==> src/rtl/bram_stream_pkg.sv <==
// Shared types and constants for the BRAM stream reader.
package bram_stream_pkg;

  // Reader control states.
  typedef enum logic [1:0] {
    IDLE  = 2'd0,
    FETCH = 2'd1,
    DRAIN = 2'd2
  } state_t;

  // Output FIFO depth used when the instantiating code does not override it.
  localparam int DEFAULT_DEPTH = 4;

endpackage

==> src/rtl/bram_stream_reader_fifo.sv <==
// Small synchronous FIFO buffering words returned from the BRAM.
// Storage is not reset; only pointers and the occupancy count are.
module stream_fifo #(
  parameter int WIDTH = 8,
  parameter int DEPTH = 4
) (
  input  logic                     clock,
  input  logic                     reset_n,
  input  logic                     push,
  input  logic [WIDTH-1:0]         push_data,
  input  logic                     pop,
  input  logic                     flush,
  output logic [WIDTH-1:0]         head,
  output logic                     empty,
  output logic [$clog2(DEPTH):0]   count
);

  localparam int PTR_W = $clog2(DEPTH);
  localparam int CNT_W = PTR_W + 1;

  logic [WIDTH-1:0] mem_r [DEPTH];
  logic [PTR_W-1:0] wr_ptr_r;
  logic [PTR_W-1:0] rd_ptr_r;
  logic [CNT_W-1:0] count_r;
  logic             do_push_s;
  logic             do_pop_s;

  // Qualify push/pop against full/empty so the pointers can never run past each other.
  always_comb begin
    do_push_s = push && (count_r != CNT_W'(DEPTH));
    do_pop_s  = pop && (count_r != CNT_W'(0));
  end

  // Pointer and occupancy bookkeeping; flush empties the FIFO synchronously.
  always_ff @(posedge clock or negedge reset_n) begin
    if (!reset_n) begin
      wr_ptr_r <= PTR_W'(0);
      rd_ptr_r <= PTR_W'(0);
      count_r  <= CNT_W'(0);
    end else if (flush) begin
      wr_ptr_r <= PTR_W'(0);
      rd_ptr_r <= PTR_W'(0);
      count_r  <= CNT_W'(0);
    end else begin
      if (do_push_s) begin
        wr_ptr_r <= wr_ptr_r + PTR_W'(1);
      end
      if (do_pop_s) begin
        rd_ptr_r <= rd_ptr_r + PTR_W'(1);
      end
      case ({do_push_s, do_pop_s})
        2'b10:   count_r <= count_r + CNT_W'(1);
        2'b01:   count_r <= count_r - CNT_W'(1);
        default: count_r <= count_r;
      endcase
    end
  end

  // Data storage write port; contents need no reset.
  always_ff @(posedge clock) begin
    if (do_push_s && !flush) begin
      mem_r[wr_ptr_r] <= push_data;
    end
  end

  assign head  = mem_r[rd_ptr_r];
  assign empty = (count_r == CNT_W'(0));
  assign count = count_r;

endmodule

==> src/rtl/bram_stream_reader.sv <==
// Reads a block of words from a 1-cycle-latency BRAM port and streams them
// out through a credit-controlled FIFO with valid/ready handshake.
module bram_stream_reader
  import bram_stream_pkg::*;
#(
  parameter int WIDTH  = 8,
  parameter int ADDR_W = 10,
  parameter int DEPTH  = DEFAULT_DEPTH
) (
  input  logic              clock,
  input  logic              reset_n,
  input  logic              start,
  input  logic [ADDR_W-1:0] start_addr,
  input  logic [ADDR_W:0]   length,
  input  logic              abort,
  output logic              mem_rd,
  output logic [ADDR_W-1:0] mem_addr,
  input  logic [WIDTH-1:0]  mem_q,
  output logic              out_valid,
  output logic [WIDTH-1:0]  out_data,
  input  logic              out_ready,
  output logic              busy,
  output logic              done
);

  localparam int CNT_W = $clog2(DEPTH) + 1;
  localparam logic [ADDR_W:0] REM_ZERO = {(ADDR_W+1){1'b0}};
  localparam logic [ADDR_W:0] REM_ONE  = {{ADDR_W{1'b0}}, 1'b1};

  state_t            state_r;
  state_t            state_s;
  logic [ADDR_W-1:0] addr_r;
  logic [ADDR_W:0]   remaining_r;
  logic              inflight_r;
  logic              busy_r;
  logic              done_r;

  logic [CNT_W-1:0]  fifo_count_s;
  logic              fifo_empty_s;
  logic              credit_ok_s;
  logic              rd_issue_s;
  logic              start_act_s;
  logic              abort_act_s;
  logic              push_s;
  logic              pop_s;
  logic              finish_s;

  // Qualified command, credit and datapath strobes.
  always_comb begin
    start_act_s = start && (state_r == IDLE);
    abort_act_s = abort && (state_r != IDLE);
    // Occupied slots plus the word still in the BRAM pipeline must leave room.
    credit_ok_s = (fifo_count_s + CNT_W'(inflight_r)) < CNT_W'(DEPTH);
    // A read issued in the abort cycle would be discarded anyway, so suppress it.
    rd_issue_s  = (state_r == FETCH) && (remaining_r != REM_ZERO) && credit_ok_s && !abort;
    push_s      = inflight_r && !abort_act_s;
    pop_s       = !fifo_empty_s && out_ready;
    finish_s    = (state_r == DRAIN) && !inflight_r && fifo_empty_s && !abort;
  end

  // Next-state decode.
  always_comb begin
    state_s = state_r;
    case (state_r)
      IDLE: begin
        if (start && (length != REM_ZERO)) begin
          state_s = FETCH;
        end else begin
          state_s = IDLE;
        end
      end
      FETCH: begin
        if (abort) begin
          state_s = IDLE;
        end else if ((remaining_r == REM_ZERO) || (rd_issue_s && (remaining_r == REM_ONE))) begin
          state_s = DRAIN;
        end else begin
          state_s = FETCH;
        end
      end
      DRAIN: begin
        if (abort || finish_s) begin
          state_s = IDLE;
        end else begin
          state_s = DRAIN;
        end
      end
      default: state_s = IDLE;
    endcase
  end

  // State register plus registered busy/done status.
  always_ff @(posedge clock or negedge reset_n) begin
    if (!reset_n) begin
      state_r <= IDLE;
      busy_r  <= 1'b0;
      done_r  <= 1'b0;
    end else begin
      state_r <= state_s;
      busy_r  <= (state_s != IDLE);
      done_r  <= (start_act_s && (length == REM_ZERO)) || finish_s;
    end
  end

  // Address and remaining-word counters.
  always_ff @(posedge clock or negedge reset_n) begin
    if (!reset_n) begin
      addr_r      <= {ADDR_W{1'b0}};
      remaining_r <= REM_ZERO;
    end else if (start_act_s && (length != REM_ZERO)) begin
      addr_r      <= start_addr;
      remaining_r <= length;
    end else if (abort_act_s) begin
      addr_r      <= addr_r;
      remaining_r <= REM_ZERO;
    end else if (rd_issue_s) begin
      addr_r      <= addr_r + ADDR_W'(1);
      remaining_r <= remaining_r - REM_ONE;
    end else begin
      addr_r      <= addr_r;
      remaining_r <= remaining_r;
    end
  end

  // Marks that mem_q carries a requested word on the following cycle.
  always_ff @(posedge clock or negedge reset_n) begin
    if (!reset_n) begin
      inflight_r <= 1'b0;
    end else begin
      inflight_r <= rd_issue_s;
    end
  end

  stream_fifo #(
    .WIDTH (WIDTH),
    .DEPTH (DEPTH)
  ) u_fifo (
    .clock     (clock),
    .reset_n   (reset_n),
    .push      (push_s),
    .push_data (mem_q),
    .pop       (pop_s),
    .flush     (abort_act_s),
    .head      (out_data),
    .empty     (fifo_empty_s),
    .count     (fifo_count_s)
  );

  assign mem_rd    = rd_issue_s;
  assign mem_addr  = addr_r;
  assign out_valid = !fifo_empty_s;
  assign busy      = busy_r;
  assign done      = done_r;

endmodule

==> config.mk <==
export PLATFORM = sky130hd
export DESIGN_NAME = bram_stream_reader
export DESIGN_NICKNAME = d
export VERILOG_FILES = /design/src/rtl/bram_stream_pkg.sv /design/src/rtl/bram_stream_reader_fifo.sv /design/src/rtl/bram_stream_reader.sv
export SDC_FILE = /design/constraint.sdc
export NUM_CORES = 1
export LEC_CHECK = 0
export ABC_CLOCK_PERIOD_IN_PS = 2380
export BUFFER_PORTS_ARGS = -buffer_cell sky130_fd_sc_hd__buf_2
export CORE_MARGIN = 2
export CORE_UTILIZATION = 50
export CTS_CLUSTER_DIAMETER = 50
export CTS_CLUSTER_SIZE = 10
export DETAILED_ROUTE_END_ITERATION = 16
export PLACE_DENSITY = 0.75
export SLEW_MARGIN = 20
export SYNTH_ARGS = -nofsm -noshare
export SYNTH_HDL_FRONTEND = slang
export SYNTH_SLANG_ARGS = --single-unit
==> constraint.sdc <==
create_clock -name clock -period 2.38 [get_ports clock]
set_clock_uncertainty 0.15 [all_clocks]
set_input_delay 0.238 -clock clock [delete_from_list [all_inputs] [get_ports clock]]
set_output_delay 0.238 -clock clock [all_outputs]
set_load 0.02 [all_outputs]
==> metrics.md <==
| Metric | Value |
|---|---|
| Status | `finished clean` |
| EDFF count, synth | `32` |
| Min Tclk post-route | `2.27 ns` |
| Die X | `84.2 µm` |
| Fin. Hold Viols | `0` |
| Overall Power | `4.43 mW` |
| Routability cong. | `0.832` |
| Max capacitance violation total | `0` |
| Top FF cell, synth | `dfrtp_1` |
| Clock transition at the registers of the reported paths | `0.07 ns` |
| Switching share of power | `0.391` |
| Worst-path maximum fanout | `15` |
| P_sw | `1.73 mW` |
| Root buf cell | `clkbuf_8` |
| Port Buf Inserts | `55` |
| Leakage | `1.64 nW` |
| Core Region | `6280 µm²` |
| Layout Utilization | `0.648` |
| Nets | `395` |
| Slew headroom | `0.492` |
| Crit path required time | `1.99 ns` |
| Netlist cell types | `58` |
| Fin area | `4070 µm²` |
| Placed cells | `394` |
| Worst Path Arrival | `1.89 ns` |
| Max clock buf depth | `2` |
| Largest net degree at the start of global routing | `34` |
| Synth Net Count | `305` |
| Setup bufs post-CTS | `0` |
| Syn_area_per_cell | `12.2 µm²` |
| Vias per cell | `5.47` |
| Max VDD drop | `0.712 mV` |
| Vias in the first global route | `2,382` |
| CTS tree | `built` |
| ANT cells | `0` |
| Synth-to-Final Area Change | `26.3%` |
| CP endpoint kind | `output port` |
| Grt met3 use | `0.0501` |
| Clk pwr share | `0.210` |
| Async S/R FF share, synth | `0.508` |
| Comb power frac | `0.389` |
| Mapped cell area | `3220 µm²` |
| Final wirelength | `6.78 mm` |
| Clock sink count | `65` |
| CP bufs+invs | `2` |
| Met2 usage | `0.365` |
| Post-DP Area | `3600 µm²` |
| Synth Register Bits | `65` |
| Crit Path Category | `register to output port` |
| Max incr delay on CP | `0.44 ns` |
| Initial antenna violation count | `0` |
| Max frequency | `440 MHz` |
| Residual DRC | `0` |
| Synthesis Warnings | `0` |
| Total GRT Usage | `0.201` |
| Via count | `2,379` |
| Slew Viols, Final | `0` |
| ANT nets after route | `0` |
| First-pass DRT Iterations | `4` |
| Int Pwr | `2.70 mW` |
| Sequential power share | `0.401` |
| Core Rows | `29` |
| H-tree lvl count | `3` |
| Pwr/cell area | `1090 nW/µm²` |
| Worst-Skew Late Latency | `0.34 ns` |
| Critical path cell sequence | `nor4_4 -> nand4b_2 -> nand3_4 -> inv_2 -> buf_2` |
| First-pass GRT wire length | `11.0 mm` |
| Setup TNS | `0 ns` |
| Period utilisation layout | `0.956` |
| First DRT Iteration DRCs | `91` |
| Post-DP HPWL | `4.75 mm` |
| Effective utilization at floorplan | `0.513` |
| WL/cell | `15.6 µm` |
| Most Crowded Layer GR | `met2` |
| Synthesized instance count | `263` |
| Crit path max-delay family | `simple AND/OR/NAND/NOR gates` |
| RSZ-0062 raised after global routing | `true` |
| Hold Crit Class | `input port to register` |
| GRT Residual Overflow | `0` |
| Ratio of cells with drive above 1 in the final layout | `0.296` |
| I/O pin count | `56` |
| M1 GR Usage | `0.233` |
| Post-route insts no fill | `435` |
| Chip Height | `84.2 µm` |
| Final setup violation count | `0` |
| Slew @ Worst Pin | `0.762 ns` |
| Die footprint | `7100 µm²` |
| CTS Buf Count | `9` |
| Register area share after synthesis | `0.555` |
| Startpoint types | `register` |
| Slowest CP cell | `dfrtp_1` |
final cells by class:
class / instances / area, µm²
fill: 481 / 2210
sequential: 65 / 1790
multi-input combinational: 179 / 1360
timing repair buffer: 89 / 593
clock buffer: 9 / 124
tap: 77 / 96.3
clock inverter: 7 / 77.6
inverter: 9 / 33.8
cell usage after synthesis, drive strengths merged, types with 3 or more instances:
cell	number	area, µm²
a21oi	4	20.0
a22o	3	26.3
a31oi	7	43.8
and2	6	37.5
buf	8	50.0
dfrtp	33	826
edfxtp	32	961
ha	7	87.6
inv	9	33.8
mux2i	3	30.0
mux4	8	180
nand2	21	78.8
nand3	10	72.6
nand4	8	50.1
nor2	25	96.4
nor3	6	35.0
nor4	7	65.1
o21ai	16	80.1
or3	4	25.0
or4	3	26.3
xnor2	9	78.8
xor2	8	88.8
path summary, 6_finish.rpt:
| kind | slack, ns | start | to | cells past startpoint |
|---|---|---|---|---|
| min reg2reg | 0.40 | u_fifo.count[2] | u_fifo.count[2] | 1 |
| min in group asynchronous | 0.35 | reset_n | mem_addr[0] | 2 |
| max | 0.11 | remaining_r[3] | mem_rd | 5 |
| min | 0.02 | length[10] | remaining_r[10] | 2 |
| max reg2reg | 0.16 | u_fifo.count[0] | u_fifo.count[2] | 7 |
| max in group asynchronous | 1.23 | reset_n | u_fifo.rd_ptr_r[0] | 2 |
placed cells by master (no fill, tap or decap), drive strengths merged, types with 4 or more instances in the layout:
cell type	count
buf	64
dfrtp	33
edfxtp	32
dlygate4sd3	25
nor2	25
nand2	21
o21ai	16
inv	11
nand3	10
xnor2	9
clkbuf	9
mux4	8
nand4	8
xor2	8
a31oi	7
ha	7
nor4	7
and2	6
nor3	6
or3	4
a21oi	4
timing repair:
item | 4_1_cts | 5_1_grt
setup endpoints to repair | 0 | 4
resized for setup | 0 | 3
hold endpoints to repair | 80 | 1
hold buffers | 24 | 1
layer usage:
metal  share of wire  vias to the layer above
li1                -                     1155
met1            0.40                     1161
met2            0.55                       58
met3           0.041                        5
met4          0.0069                        0
met5               0                        -
cells by family after synthesis:
family,count (synthesis),synth area share
simple gates,101,0.177
flops,65,0.555
compound gates,42,0.0882
buf+inv,19,0.0288
xor+xnor,17,0.0521
mux,11,0.0653
fa+ha+maj,8,0.0334
registers in the layout, indices dropped and copies added (netlist names):
signal / flops
inflight_r: 1
u_fifo.count: 3
remaining_r: 11
mem_addr: 10
u_fifo.mem_r: 32
state_r: 2
u_fifo.wr_ptr_r: 2
done: 1
busy: 1
u_fifo.rd_ptr_r: 2
worst reg2reg max path: cells and delay by family, from the launching register on:
kind,cells,cell delay [ns]
AO/OA/AOI/OAI,1,0.20
AND/OR/NAND/NOR,5,0.90
flip-flops,1,0.45
adder cells (fa/ha/maj),1,0.43
power groups by stage:
stage / Clock [mW] / Sequential (mW) / Combinational [mW]
after floorplan: 0 / 1.77 / 1.22
after CTS: 0.950 / 1.78 / 1.72
final: 0.930 / 1.78 / 1.72
after global placement: 0 / 1.78 / 1.64
after global routing: 1.01 / 1.82 / 1.90
after detailed placement: 0 / 1.80 / 1.68
through the flow:
step	worst slack, ns	hold WS (ns)
after global placement	0.198	0.193
after CTS	0.0483	0.00382
after global routing	-0.0241	0.00444
final	0.105	0.0210
after floorplan	0.0658	-0.208
after detailed placement	0.115	0.209
(Power assumes the default switching activity.)
